### src/rtl/prbs_edge_shaper.sv
// PRBS bit stream to DAC code shaper: programmable high/low levels with a linear
// slew of ramp_step codes per dac_clk between them.
module prbs_edge_shaper #(
  parameter int unsigned DAC_W = 14
) (
  input  logic             dac_clk,
  input  logic             reset_n,
  input  logic             enable,
  input  logic             prbs_bit_in,
  input  logic             new_bit_valid,
  input  logic [DAC_W-1:0] level_high,
  input  logic [DAC_W-1:0] level_low,
  input  logic [DAC_W-1:0] ramp_step,
  input  logic             err_clr,
  output logic [DAC_W-1:0] dac_code,
  output logic             bit_out,
  output logic             edge_busy,
  output logic             edge_start,
  output logic             trunc_err
);

  typedef enum logic [1:0] {StIdle, StSettled, StSlewing} state_e;

  state_e           state_q, state_d;
  logic [DAC_W-1:0] dac_q, dac_d;
  logic             bit_q, bit_d;
  logic             start_q, start_d;
  logic             err_q, err_d;
  logic [DAC_W-1:0] hi_q, hi_d, lo_q, lo_d, step_q, step_d;

  logic             flip;
  logic             tgt_bit;
  logic [DAC_W-1:0] tgt;
  logic             up;
  logic [DAC_W:0]   diff;
  logic [DAC_W-1:0] stepped;
  logic             reach;

  // Target already reflects a bit flip arriving this cycle so a reversal steps from
  // the current code toward the new level without a jump.
  assign flip    = new_bit_valid && (prbs_bit_in != bit_q);
  assign tgt_bit = flip ? prbs_bit_in : bit_q;
  assign tgt     = tgt_bit ? hi_q : lo_q;
  assign up      = tgt > dac_q;
  assign diff    = up ? ({1'b0, tgt} - {1'b0, dac_q}) : ({1'b0, dac_q} - {1'b0, tgt});
  assign stepped = up ? (dac_q + step_q) : (dac_q - step_q);
  assign reach   = (step_q == '0) || (diff <= {1'b0, step_q});

  always_comb begin
    state_d = state_q;
    dac_d   = dac_q;
    bit_d   = bit_q;
    start_d = 1'b0;
    err_d   = err_q & ~err_clr;
    hi_d    = hi_q;
    lo_d    = lo_q;
    step_d  = step_q;

    if (state_q == StIdle) begin
      hi_d   = level_high;
      lo_d   = level_low;
      step_d = ramp_step;
    end

    if (!enable) begin
      state_d = StIdle;
      dac_d   = lo_d;
      bit_d   = 1'b0;
    end else begin
      unique case (state_q)
        StIdle: begin
          state_d = StSettled;
          dac_d   = lo_d;
          bit_d   = 1'b0;
        end
        StSettled: begin
          if (flip) begin
            bit_d   = prbs_bit_in;
            start_d = 1'b1;
            if (reach) begin
              dac_d = tgt;
            end else begin
              dac_d   = stepped;
              state_d = StSlewing;
            end
          end
        end
        StSlewing: begin
          if (flip) begin
            bit_d   = prbs_bit_in;
            start_d = 1'b1;
            err_d   = 1'b1;
          end
          if (reach) begin
            dac_d   = tgt;
            state_d = StSettled;
          end else begin
            dac_d = stepped;
          end
        end
        default: state_d = StIdle;
      endcase
    end
  end

  always_ff @(posedge dac_clk or negedge reset_n) begin
    if (!reset_n) begin
      state_q <= StIdle;
      dac_q   <= '0;
      bit_q   <= 1'b0;
      start_q <= 1'b0;
      err_q   <= 1'b0;
      hi_q    <= '0;
      lo_q    <= '0;
      step_q  <= '0;
    end else begin
      state_q <= state_d;
      dac_q   <= dac_d;
      bit_q   <= bit_d;
      start_q <= start_d;
      err_q   <= err_d;
      hi_q    <= hi_d;
      lo_q    <= lo_d;
      step_q  <= step_d;
    end
  end

  assign dac_code   = dac_q;
  assign bit_out    = bit_q;
  assign edge_busy  = (state_q == StSlewing);
  assign edge_start = start_q;
  assign trunc_err  = err_q;

endmodule

### config.mk
export PLATFORM = sky130hd
export DESIGN_NAME = prbs_edge_shaper
export DESIGN_NICKNAME = d
export VERILOG_FILES = /design/src/rtl/prbs_edge_shaper.sv
export SDC_FILE = /design/constraint.sdc
export NUM_CORES = 1
export LEC_CHECK = 0
export CAP_MARGIN = 5
export CORE_MARGIN = 5
export CORE_UTILIZATION = 60
export DETAILED_ROUTE_END_ITERATION = 10
export PLACE_DENSITY = 0.85
export SYNTH_ARGS = -nofsm -noshare
export SYNTH_HDL_FRONTEND = slang
export SYNTH_SLANG_ARGS = --single-unit
export TNS_END_PERCENT = 1
### constraint.sdc
create_clock -name dac_clk -period 14 [get_ports dac_clk]
set_input_delay 3.5 -clock dac_clk [delete_from_list [all_inputs] [get_ports dac_clk]]
set_output_delay 3.5 -clock dac_clk [all_outputs]
set_load 0.005 [all_outputs]
# Yosys cells after proc, flatten, opt, wreduce, memory -nomap -nowiden
# Cells that the tools add are included.
# word_totals
inputBits	48
register_bits	61
wordCells	53
out_inout_bits	18
# classes
addsub	4
bitwise	2
n_mux	22
order_cmp	2
n_eq_ne	8
reduce_logical	7
# op_table
op	n
14-bit 2-to-1 mux	6
14-bit case mux with 3 select lines	1
14-bit by 14-bit subtractor with 15-bit output	2
15-bit by 14-bit <= comparator with 1-bit output	1
15-bit 2-to-1 mux	1
14-bit adder	1
14-bit greater-than comparator	1
14-bit logical NOT	1
14-bit subtractor	1
1-bit 2-to-1 mux	8
2-bit 2-to-1 mux	4
3-bit by 2-bit inequality test with 1-bit output, second input constant	2
3-bit inequality test, second input constant	2
2-bit case mux with 3 select lines	1
4-bit by 1-bit inequality test with 1-bit output, second input constant	1
3-bit AND reduction	1
2-bit by 1-bit equality test with 1-bit output, second input constant	1
2-bit equality test, second input constant	1
2-bit logical NOT	1
1-bit case mux with 2 select lines	1
2-bit AND reduction	1
2-bit OR reduction	1
1-bit AND	1
1-bit logical AND	1
other kinds (3)	3

# Depth between registers and ports, before layout
# depth
word_depth	12
mapped_depth	26
mapped_depth_nobuf	22

# Worst setup path after synthesis
# Ideal clock, no wire load.
# synth_timing
path_kind	input -> register
from	in new_bit_valid
to	reg dac_q[0] (netlist: dac_code[0])
path_slack_ps	4949
path_buffers	4
cell_stages	24
setup_time_ps	94
t_arrival_ps	8957
cell_sequence	mux2i_4 clkbuf_1 mux2_2 ha_1 buf_2 nand4_1 or4_1 o211ai_2 a31o_2 buf_2 a211oi_1 o41a_1 nor2_1 xnor2_1 ha_1 a211o_1 o211ai_1 a21oi_1 a311o_1 a32o_1 buf_6 nor2_8 mux2_4 a221oi_2
# synth_via
elab_chain_cells	11
word_cells_on_any_way	16
cone_classes	2 x add/sub; 2 x order compare; 1 x eq/ne; 8 x mux; 3 x reduce/logical
# synth_rtl
item	line_no	source
from (decl)	10	input logic new_bit_valid,
1-bit logical AND (*)	41	assign flip = new_bit_valid && (prbs_bit_in != bit_q);
1-bit 2-to-1 mux	-	
14-bit 2-to-1 mux	43	assign tgt = tgt_bit ? hi_q : lo_q;
14-bit by 14-bit subtractor with 15-bit output or 14-bit greater-than comparator (tied branches)	45, 44	
15-bit 2-to-1 mux	45	assign diff = up ? ({1'b0, tgt} - {1'b0, dac_q}) : ({1'b0, dac_q} - {1'b0, tgt});
15-bit by 14-bit <= comparator with 1-bit output	47	assign reach = (step_q == '0) || (diff <= {1'b0, step_q});
1-bit logical OR	47	
14-bit 2-to-1 mux	80, 94	
14-bit 2-to-1 mux	77	if (flip) begin
14-bit case mux with 3 select lines	70	unique case (state_q)
14-bit 2-to-1 mux	65	if (!enable) begin
to (signal assigned)	109	dac_q <= '0;
to (signal assigned)	118	dac_q <= dac_d;
to (decl)	25	logic [DAC_W-1:0] dac_q, dac_d;
# Mark *: on every way between the ends. The rest lies on a longest branch, timed or not. The select of a mux whose other input is x is not followed.
# A chain may end at the register's enable or synchronous reset.

# Final worst setup path
# Ends and elaborated chain as after synthesis.

==> out/summary.txt <==
Detail Route Antenna Nets: 0
# hold bufs at CTS: 0
FF-to-FF End: dac_code[0]$_DFFE_PN0P_
Kind of critical path: input pin to register
GRT Util Overall: 0.290
CTS Buffer Depth: 2
Worst slew pin tran: 884 ps
First-pass GRT wire length: 26100 um
Crit end category: register
Synth Flop Type: dfrtp_1
Worst EP arrival: 10570 ps
Fin crit share: 0.736
Die span in x: 106 um
Worst hold path class: register to register
Status: completed
Worst Hold Depth: 1
Hold Crit Start: hi_q[3]$_DFFE_PN0P_
Final setup TNS: 0 ps
# port buffers: 65
Placer Congestion: 0.940
Synth async-reset ratio: 1.00
Post-CTS sizing: 0
Routed len/inst: 20.2 um
Metal2 WL: 7580 um
Post-synth net total: 738
Nets: 789
Via Count: 5020
Starting Density: 0.609
R2R Path Start: bit_out$_DFFE_PN0P_
Num ports: 66
Hold endpoint: hi_q[3]$_DFFE_PN0P_
Number of synthesized flops with an enable pin: 0
Synth Cell Area: 5550 um2
Clk_lat worst skew: 360 ps
Worst r2r path cells: 21
Pin count of the biggest net entering global routing: 62
Vias per cell: 6.29
Final wirelength: 16100 um
Initial DRC Count: 453
Number of distinct library cells after synthesis: 69
Grt ovf: 0
Register area share after synthesis: 0.275
Final hold viol count: 0
WL met3: 1220 um
Clock slew at reported path FFs: 80 ps
Cell row count: 35
Post-Synthesis Cells: 631
CTS H-tree depth: 3
Antenna diode count: 0
Core Region: 9110 um2
YS warnings: 0
Die area: 11300 um2
Worst EP required: 14260 ps
Startpoint Class: input pin
Fmax: 0.0970 GHz
Crit Path Max Fanout: 19
Share of layout cells above drive strength 1: 0.116
Minimum clock period: 10310 ps
Die height: 106 um
Initial antenna violation count: 0
HPWL Detailed: 12200 um
Max Cap Viol: 0
Max_slew headroom: 0.398
Postcts setup bufs: 0
Post-synthesis area per instance: 8.80 um2
Post-synth top area cell: dfrtp_1
P&R area growth vs syn: 16.0%
Top cell type's share of synthesized area: 0.275
Skew final: 12.0 ps
Clock Tree Root: clkbuf_8
CTS sink cnt: 61
Top Metal Used: met4
Total CTS buffers: 9
Worst R2R Setup Slack: 7000 ps
Unrepaired setup endpoints after global routing: no
CTS tree: done
DRC: 0
Pre-antenna DRT Iters: 4
Register bit total from synthesis: 61
Setup-failing EPs final: 0
Start point of the critical path: new_bit_valid
Synth area leaders: dfrtp_1, ha_1, mux2_2, o21ai_0, xnor2_1
Final Max Tran Viols: 0
Vias in the first global route: 5134
Met1 Wirelength: 6980 um
==> flip-flops by register name, summed over array words and instances (netlist names) <==
name        flops
hi_q           14
state_q         2
dac_code       14
trunc_err       1
step_q         14
edge_start      1
bit_out         1
lo_q           14
==> cell usage after synthesis, drive strengths merged, types with 3 or more instances <==
master and count:
nor3b 3, mux2i 18, dfrtp 61, nand3 13, nor4 10, xor2 7
o21ai 48, a221oi 10, and2 4, nor2 44, o211ai 6, a211oi 3
a21oi 37, nand2b 3, ha 57, o32ai 5, buf 14, inv 56
a21o 7, clkbuf 15, and3 5, mux2 38, nand2 50, o21bai 7
nor2b 8, nand4 6, nor3 14, a31oi 8, xnor2 27, o31ai 4
o21a 6
==> logic make-up after synthesis <==
logic type,share of synthesized area
flops,0.275
buf+inv,0.0624
compound gates,0.208
simple gates,0.153
mux,0.112
fa+ha+maj,0.136
xor+xnor,0.0537
==> metrics by stage <==
| stage | util | cell area [um2] | std cells | setup slack [ps] | hold slack (ps) |
|---|---|---|---|---|---|
| finish | 0.707 | 6440 | 798 | 3690 | 522 |
| global route | 0.707 | 6440 | 798 | 3370 | 554 |
| CTS | 0.707 | 6440 | 798 | 3780 | 527 |
| detailed placement | 0.684 | 6230 | 782 | 3460 | 509 |
| global placement | 0.684 | 6230 | 782 | 3650 | 489 |
| floorplan | - | 5550 | 631 | 4950 | 477 |
==> cell type report <==
type	instances	area [um2]
Fill cell	702	2670
Clock buffer	10	138
Inverter	56	210
Timing Repair Buffer	69	676
Tap cell	111	139
Sequential cell	61	1530
Clock inverter	6	70.1
Multi-Input combinational cell	485	3680
==> worst max-delay path by stage <==
| stage | slack, ps | endpoint |
|---|---|---|
| after global routing | 3370 | dac_code[0]$_DFFE_PN0P_ |
| after global placement | 3650 | dac_code[0]$_DFFE_PN0P_ |
| after CTS | 3780 | dac_code[0]$_DFFE_PN0P_ |
| after floorplan | 4950 | dac_code[0]$_DFFE_PN0P_ |
| final | 3690 | dac_code[0]$_DFFE_PN0P_ |
| after detailed placement | 3460 | dac_code[0]$_DFFE_PN0P_ |
==> worst max-delay path, cell delays in order <==
cell and delay (ps):
clkdlybuf4s50_1 550, mux2i_4 780, mux2i_1 360, inv_1 100, ha_1 500, nand4_1 250, or4_1 550, o211ai_2 160
a31o_2 420, a211oi_1 170, o41a_1 490, nor2_1 160, xnor2_1 150, ha_1 280, a211o_1 300, o211ai_1 90
a21oi_1 90, a311o_1 320, a32o_1 430, nor2_8 360, mux2_4 340, a221oi_2 200
==> cells in the final DEF (no fill, tap or decap), types with 3 or more instances in the layout <==
cell and n:
and3_1 5, nand4_1 6, mux2_2 37, nor4_1 9, nor2_1 43, o21bai_1 7, a221oi_2 4, xor2_1 7
mux2i_1 17, a21oi_1 36, nand2b_1 3, nand2_1 50, ha_1 56, a31oi_1 7, dfrtp_1 61, o21ai_0 48
clkdlybuf4s50_1 64, a211oi_1 3, and2_1 4, buf_4 4, a21o_1 7, a221oi_1 6, nor3b_1 3, o211ai_1 5
clkbuf_8 10, o21a_1 6, inv_1 56, xnor2_1 27, nor2b_1 8, o32ai_2 5, nand3_1 13, nor3_1 14
clkinvlp_4 3, o31ai_1 4
==> routing by layer <==
metal | track usage | vias to the layer above
met5 | 0 | -
met4 | 0.0870 | 0
met3 | 0.0650 | 34
met2 | 0.474 | 232
met1 | 0.384 | 2371
li1 | - | 2383
Power is left out: the tool's default activity adds up to more than one toggle a clock period on the data nets, which glitch-free logic cannot reach.
